===== src/rtl/jk_bank_arbiter.sv =====
// jk_bank_arbiter
//
// Shares one bank of WIDTH JK flip-flops between NUM_REQ requesters. Each
// requester offers a J/K command vector over a valid/ready handshake. A
// round-robin arbiter accepts one command while in IDLE and registers it. On
// the following edge (APPLY) it applies the command to the bank with standard
// JK semantics, pulses done and reports the owner on done_id.
//
// Optional feature: define JK_ARB_LOCK_EN to add req_lock. A locked command
// keeps the round-robin pointer on its owner, so that requester wins the next
// IDLE again if it is still valid. This allows atomic multi-command bursts.
//
// Ports:
//   clk        rising-edge clock
//   rst_n      asynchronous active-low reset
//   req_valid  [NUM_REQ]        per-requester command valid
//   req_lock   [NUM_REQ]        per-requester lock (JK_ARB_LOCK_EN only)
//   req_j      [NUM_REQ*WIDTH]  J vectors, requester r at [r*WIDTH +: WIDTH]
//   req_k      [NUM_REQ*WIDTH]  K vectors, same packing as req_j
//   req_ready  [NUM_REQ]        one-hot accept, combinational
//   q          [WIDTH]          bank state
//   qbar       [WIDTH]          ~q
//   done                        one-cycle pulse in the cycle q updates
//   done_id    [ID_W]           requester whose command was applied
module jk_bank_arbiter #(
  parameter int WIDTH   = 4,
  parameter int NUM_REQ = 3,
  localparam int ID_W   = (NUM_REQ > 1) ? $clog2(NUM_REQ) : 1
) (
  input  logic                     clk,
  input  logic                     rst_n,
  input  logic [NUM_REQ-1:0]       req_valid,
`ifdef JK_ARB_LOCK_EN
  input  logic [NUM_REQ-1:0]       req_lock,
`endif
  input  logic [NUM_REQ*WIDTH-1:0] req_j,
  input  logic [NUM_REQ*WIDTH-1:0] req_k,
  output logic [NUM_REQ-1:0]       req_ready,
  output logic [WIDTH-1:0]         q,
  output logic [WIDTH-1:0]         qbar,
  output logic                     done,
  output logic [ID_W-1:0]          done_id
);

  typedef enum logic [0:0] {IDLE = 1'b0, APPLY = 1'b1} state_t;

  state_t            state_reg;
  state_t            state_next;
  logic [ID_W-1:0]   rr_ptr_reg;
  logic [ID_W-1:0]   rr_ptr_next;
  logic [ID_W-1:0]   owner_reg;
  logic [WIDTH-1:0]  cmd_j_reg;
  logic [WIDTH-1:0]  cmd_k_reg;
  logic [WIDTH-1:0]  q_reg;
  logic [WIDTH-1:0]  q_next;
  logic              done_reg;
  logic [ID_W-1:0]   done_id_reg;
`ifdef JK_ARB_LOCK_EN
  logic              lock_reg;
`endif

  logic [WIDTH-1:0]  req_j_arr [NUM_REQ];
  logic [WIDTH-1:0]  req_k_arr [NUM_REQ];
  logic              grant_found;
  logic [ID_W-1:0]   grant_idx;
  logic              handshake;

  // Unpack the flat command buses into per-requester vectors.
  for (genvar gi = 0; gi < NUM_REQ; gi++) begin : g_unpack
    assign req_j_arr[gi] = req_j[gi*WIDTH +: WIDTH];
    assign req_k_arr[gi] = req_k[gi*WIDTH +: WIDTH];
  end

  // Per-bit JK update using the registered command.
  for (genvar gi = 0; gi < WIDTH; gi++) begin : g_jk
    assign q_next[gi] = (cmd_j_reg[gi] & ~q_reg[gi]) | (~cmd_k_reg[gi] & q_reg[gi]);
  end

  // Round-robin search starting at rr_ptr. The candidate index is wrapped
  // explicitly so a non-power-of-2 NUM_REQ never selects a missing requester.
  always_comb begin
    int cand;
    grant_found = 1'b0;
    grant_idx   = '0;
    cand        = 0;
    for (int off = 0; off < NUM_REQ; off++) begin
      cand = int'(rr_ptr_reg) + off;
      if (cand >= NUM_REQ) begin
        cand = cand - NUM_REQ;
      end
      if (!grant_found && req_valid[cand]) begin
        grant_found = 1'b1;
        grant_idx   = ID_W'(cand);
      end
    end
  end

  always_comb begin
    state_next  = state_reg;
    rr_ptr_next = rr_ptr_reg;
    handshake   = 1'b0;
    req_ready   = '0;
    case (state_reg)
      IDLE: begin
        if (grant_found) begin
          handshake  = 1'b1;
          state_next = APPLY;
          // Gating with rst_n keeps ready low while the bank is held in reset.
          req_ready[grant_idx] = rst_n;
        end
      end
      APPLY: begin
        state_next = IDLE;
`ifdef JK_ARB_LOCK_EN
        if (lock_reg) begin
          rr_ptr_next = owner_reg;
        end else
`endif
        if (owner_reg == ID_W'(NUM_REQ - 1)) begin
          rr_ptr_next = '0;
        end else begin
          rr_ptr_next = owner_reg + ID_W'(1);
        end
      end
      default: state_next = IDLE;
    endcase
  end

  always_ff @(posedge clk or negedge rst_n) begin
    if (!rst_n) begin
      state_reg   <= IDLE;
      rr_ptr_reg  <= '0;
      owner_reg   <= '0;
      cmd_j_reg   <= '0;
      cmd_k_reg   <= '0;
      q_reg       <= '0;
      done_reg    <= 1'b0;
      done_id_reg <= '0;
`ifdef JK_ARB_LOCK_EN
      lock_reg    <= 1'b0;
`endif
    end else begin
      state_reg  <= state_next;
      rr_ptr_reg <= rr_ptr_next;
      done_reg   <= (state_reg == APPLY);
      if (handshake) begin
        cmd_j_reg <= req_j_arr[grant_idx];
        cmd_k_reg <= req_k_arr[grant_idx];
        owner_reg <= grant_idx;
`ifdef JK_ARB_LOCK_EN
        lock_reg  <= req_lock[grant_idx];
`endif
      end
      if (state_reg == APPLY) begin
        q_reg       <= q_next;
        done_id_reg <= owner_reg;
      end
    end
  end

  assign q       = q_reg;
  assign qbar    = ~q_reg;
  assign done    = done_reg;
  assign done_id = done_id_reg;

endmodule


===== config.mk =====
export PLATFORM = sky130hd
export DESIGN_NAME = jk_bank_arbiter
export DESIGN_NICKNAME = d
export VERILOG_FILES = /design/src/rtl/jk_bank_arbiter.sv
export SDC_FILE = /design/constraint.sdc
export NUM_CORES = 1
export LEC_CHECK = 0
export ABC_CLOCK_PERIOD_IN_PS = 3100
export BUFFER_PORTS_ARGS = -buffer_cell sky130_fd_sc_hd__buf_2
export CAP_MARGIN = 20
export CORE_MARGIN = 1.5
export CORE_UTILIZATION = 45
export DETAILED_ROUTE_END_ITERATION = 6
export PLACE_DENSITY = 0.73
export RECOVER_POWER = 25
export SKIP_CTS_REPAIR_TIMING = 1
export SYNTH_ARGS = -nofsm -noshare
export SYNTH_HDL_FRONTEND = slang
export SYNTH_SLANG_ARGS = --single-unit

===== constraint.sdc =====
create_clock -name clk -period 3.1 [get_ports clk]
set_clock_uncertainty 0.15 [all_clocks]
set_input_delay 0.62 -clock clk [delete_from_list [all_inputs] [get_ports clk]]
set_output_delay 0.62 -clock clk [all_outputs]
set_load 0.1 [all_outputs]

==> summary.txt <==
Cells and area
  • Multi-input logic area: 875 um^2
  • Sequential cell area: 503 um^2
  • Area grow syn2layout: 47.9%
  • Share of post-route cells with drive strength above 1: 0.570
  • Most common cell after layout, fill and taps aside: buf_2
  • N_diodes: 0
  • Fill count: between 200 and 250
  • Nets@finish: between 200 and 250
  • Non-filler instance count after layout: between 200 and 250
  • Commonest cells after routing, fill and taps aside: buf_2 (38), buf_4 (20), dfrtp_1 (18)

Setup path
  • Worst Setup Start Kind: register
  • Critical Path AT: roughly 2400 ps
  • Worst Path Required: 2330 ps
  • Critical Path Fanout Max: 6
  • Worst reg2reg endpoint: cmd_j_reg[2]
  • R2r worst-path depth: 9
  • Reg-to-Reg Start: rr_ptr_reg[1]
  • Element type at the critical path end: primary output
  • WS Path Type: register to primary output
  • R2R setup slack: between 500 and 600 ps

Yosys
  • Leading area contributor after synthesis: dfrtp_1
  • Part of the Yosys area used for sequential elements: 0.381
  • Syn_area_per_cell: 10.6 um^2
  • Post-Syn Nets: 157
  • Synth top area share: 0.381
  • Area of the mapped netlist: 0.00131 mm^2
  • Post-Syn Instances: 124
  • Synth top area cells: dfrtp_1 (38%), mux2i_1 (8.4%), o211ai_2 (7.6%)
  • Synthesis Warnings: 0
  • Synth cell types: 37
  • Synthesis-stage register bit count: 20

Die
  • Core area: 0.00276 mm^2
  • Die height: 57.0 um
  • DIE AREA: 0.00325 mm^2
  • Die W: 57.0 um
  • Initial Utilization: 0.476
  • Num rows: 19
  • I/O pin cnt: 43

Placement
  • GP Congestion: 0.776
  • Placed Instances: ~200
  • # port buffers: 42
  • Worst-case setup slack after placement: approximately 180 ps
  • Detailed Place HPWL: 2.22 mm

GRT
  • Number of global-route vias before repair: 1106
  • Initial antenna violation count: 0
  • First-pass GRT wire length: about 4.8 mm
  • Largest net degree at the start of global routing: 21
  • GRT overflow: 0
  • Tot GR Track Use: 0.190

Routing
  • Final WL: 3.39 mm
  • Vias per inst: 5.58
  • DRC errors left: 0
  • Detailed Routing Iterations Pass 1: 4
  • DRT antenna net count: 0
  • Routed WL per cell: between 15 and 20 um
  • Vias after detailed routing: about 1200
  • Initial DRC count: between 40 and 50

Job
  • Max cap viols: 0

Worst hold path
  • Worst Hold Class: register to register
  • Hold Path Depth: 1
  • Hold wc startpoint: cmd_k_reg[1]
  • Hold EP: q[1]

Clocking
  • CTS tree: done
  • Num Clock Sinks: 20
  • Worst skew pair latency: 300 ps
  • Clock Tree Buf Depth: 2
  • Num CTS Buffers: 3
  • Clk slew on worst S/H paths: 120 ps
  • Root Driver: clkbuf_4
  • Htree depth: 1

Status
  • Outcome: complete, but fails checks
  • Failing checks: negative setup slack

STA
  • Fin crit period: 3180 ps
  • Relative slew slack: 0.297
  • Unrepaired setup endpoints after global routing: true
  • FMAX: 314 MHz
  • Slew @ Worst Pin: 1050 ps
  • Final setup fails: 3
  • Setup WS post-layout: -84.9 ps
  • Final Hold Violating Endpoints: 0
  • Fin crit share: 1.03
  • Final Max Slew Viols: 0
-- metal layers --
layer,GRT usage,part of all wire
met3,0.0295,0.049
met5,0,0
met1,0.242,0.41
met2,0.325,0.52
met4,0.0764,0.025
-- worst max path at each step --
| stage | endpoint | startpoint | depth (start not counted) |
|---|---|---|---|
| global placement | req_ready[0] | req_valid[2] | 8 |
| CTS | req_ready[2] | rr_ptr_reg[1] | 9 |
| detailed placement | req_ready[0] | req_valid[2] | 8 |
| global route | req_ready[2] | rr_ptr_reg[1] | 8 |
| floorplan | req_ready[1] | rr_ptr_reg[1] | 7 |
| finish | req_ready[2] | rr_ptr_reg[1] | 8 |
-- through the flow --
stage	hold slack (ps)	instance area (um^2)	TNS, ps	utilization
6_report	319	1940	-128	0.704
5_1_grt	332	1940	-469	0.704
4_1_cts	217	1730	-328	0.629
2_1_floorplan	174	1410	-186	-
3_3_place_gp	297	1680	0	0.610
3_5_place_dp	301	1680	0	0.610
-- logic make-up (layout without fill, tap and decap cells) --
family	Yosys count	after routing	synth area share
compound gates	39	39	0.245
simple gates	27	27	0.108
flops	20	20	0.381
mux	17	17	0.158
buf+inv	17	79	0.0696
fa+ha+maj	4	4	0.0381
-- synthesized netlist by cell type --
cell type	count
o21ai_0	2
nand2_1	13
o21ai_1	1
a31o_1	1
mux2_2	1
and2_1	1
nand4b_1	1
ha_1	4
o41ai_1	1
inv_4	1
mux2_1	1
nor2b_1	2
nor3_1	2
inv_1	9
clkbuf_1	2
nand3_2	1
a31oi_1	4
mux2i_4	2
nor3b_1	1
nor2_1	2
buf_6	3
o311ai_2	1
and3b_1	1
nand3b_1	2
mux2_4	2
o21a_1	3
nand2b_1	1
o211ai_1	8
a311oi_1	1
o221a_2	1
buf_2	2
dfrtp_1	20
o221ai_1	1
o22ai_1	1
o211ai_2	8
a21oi_1	6
mux2i_1	11
-- cell type report --
type                       count  area share
multi-input combinational     87       0.451
inverter                      10      0.0245
timing repair buffer          65       0.219
tap                           31      0.0200
sequential                    20       0.259
clock inverter                 1      0.0155
clock buffer                   3      0.0116
-- worst max-delay path, cell delays in order (launching register included) --
cell and delay, ps:
dfrtp_2 440, buf_4 150, ha_4 290, clkbuf_2 160, mux2i_1 350, o221ai_2 210, buf_4 180, a21oi_4 140
buf_12 190
Power is not shown: default switching activity piles up to over one toggle a cycle in this logic, so the estimate is an artifact.
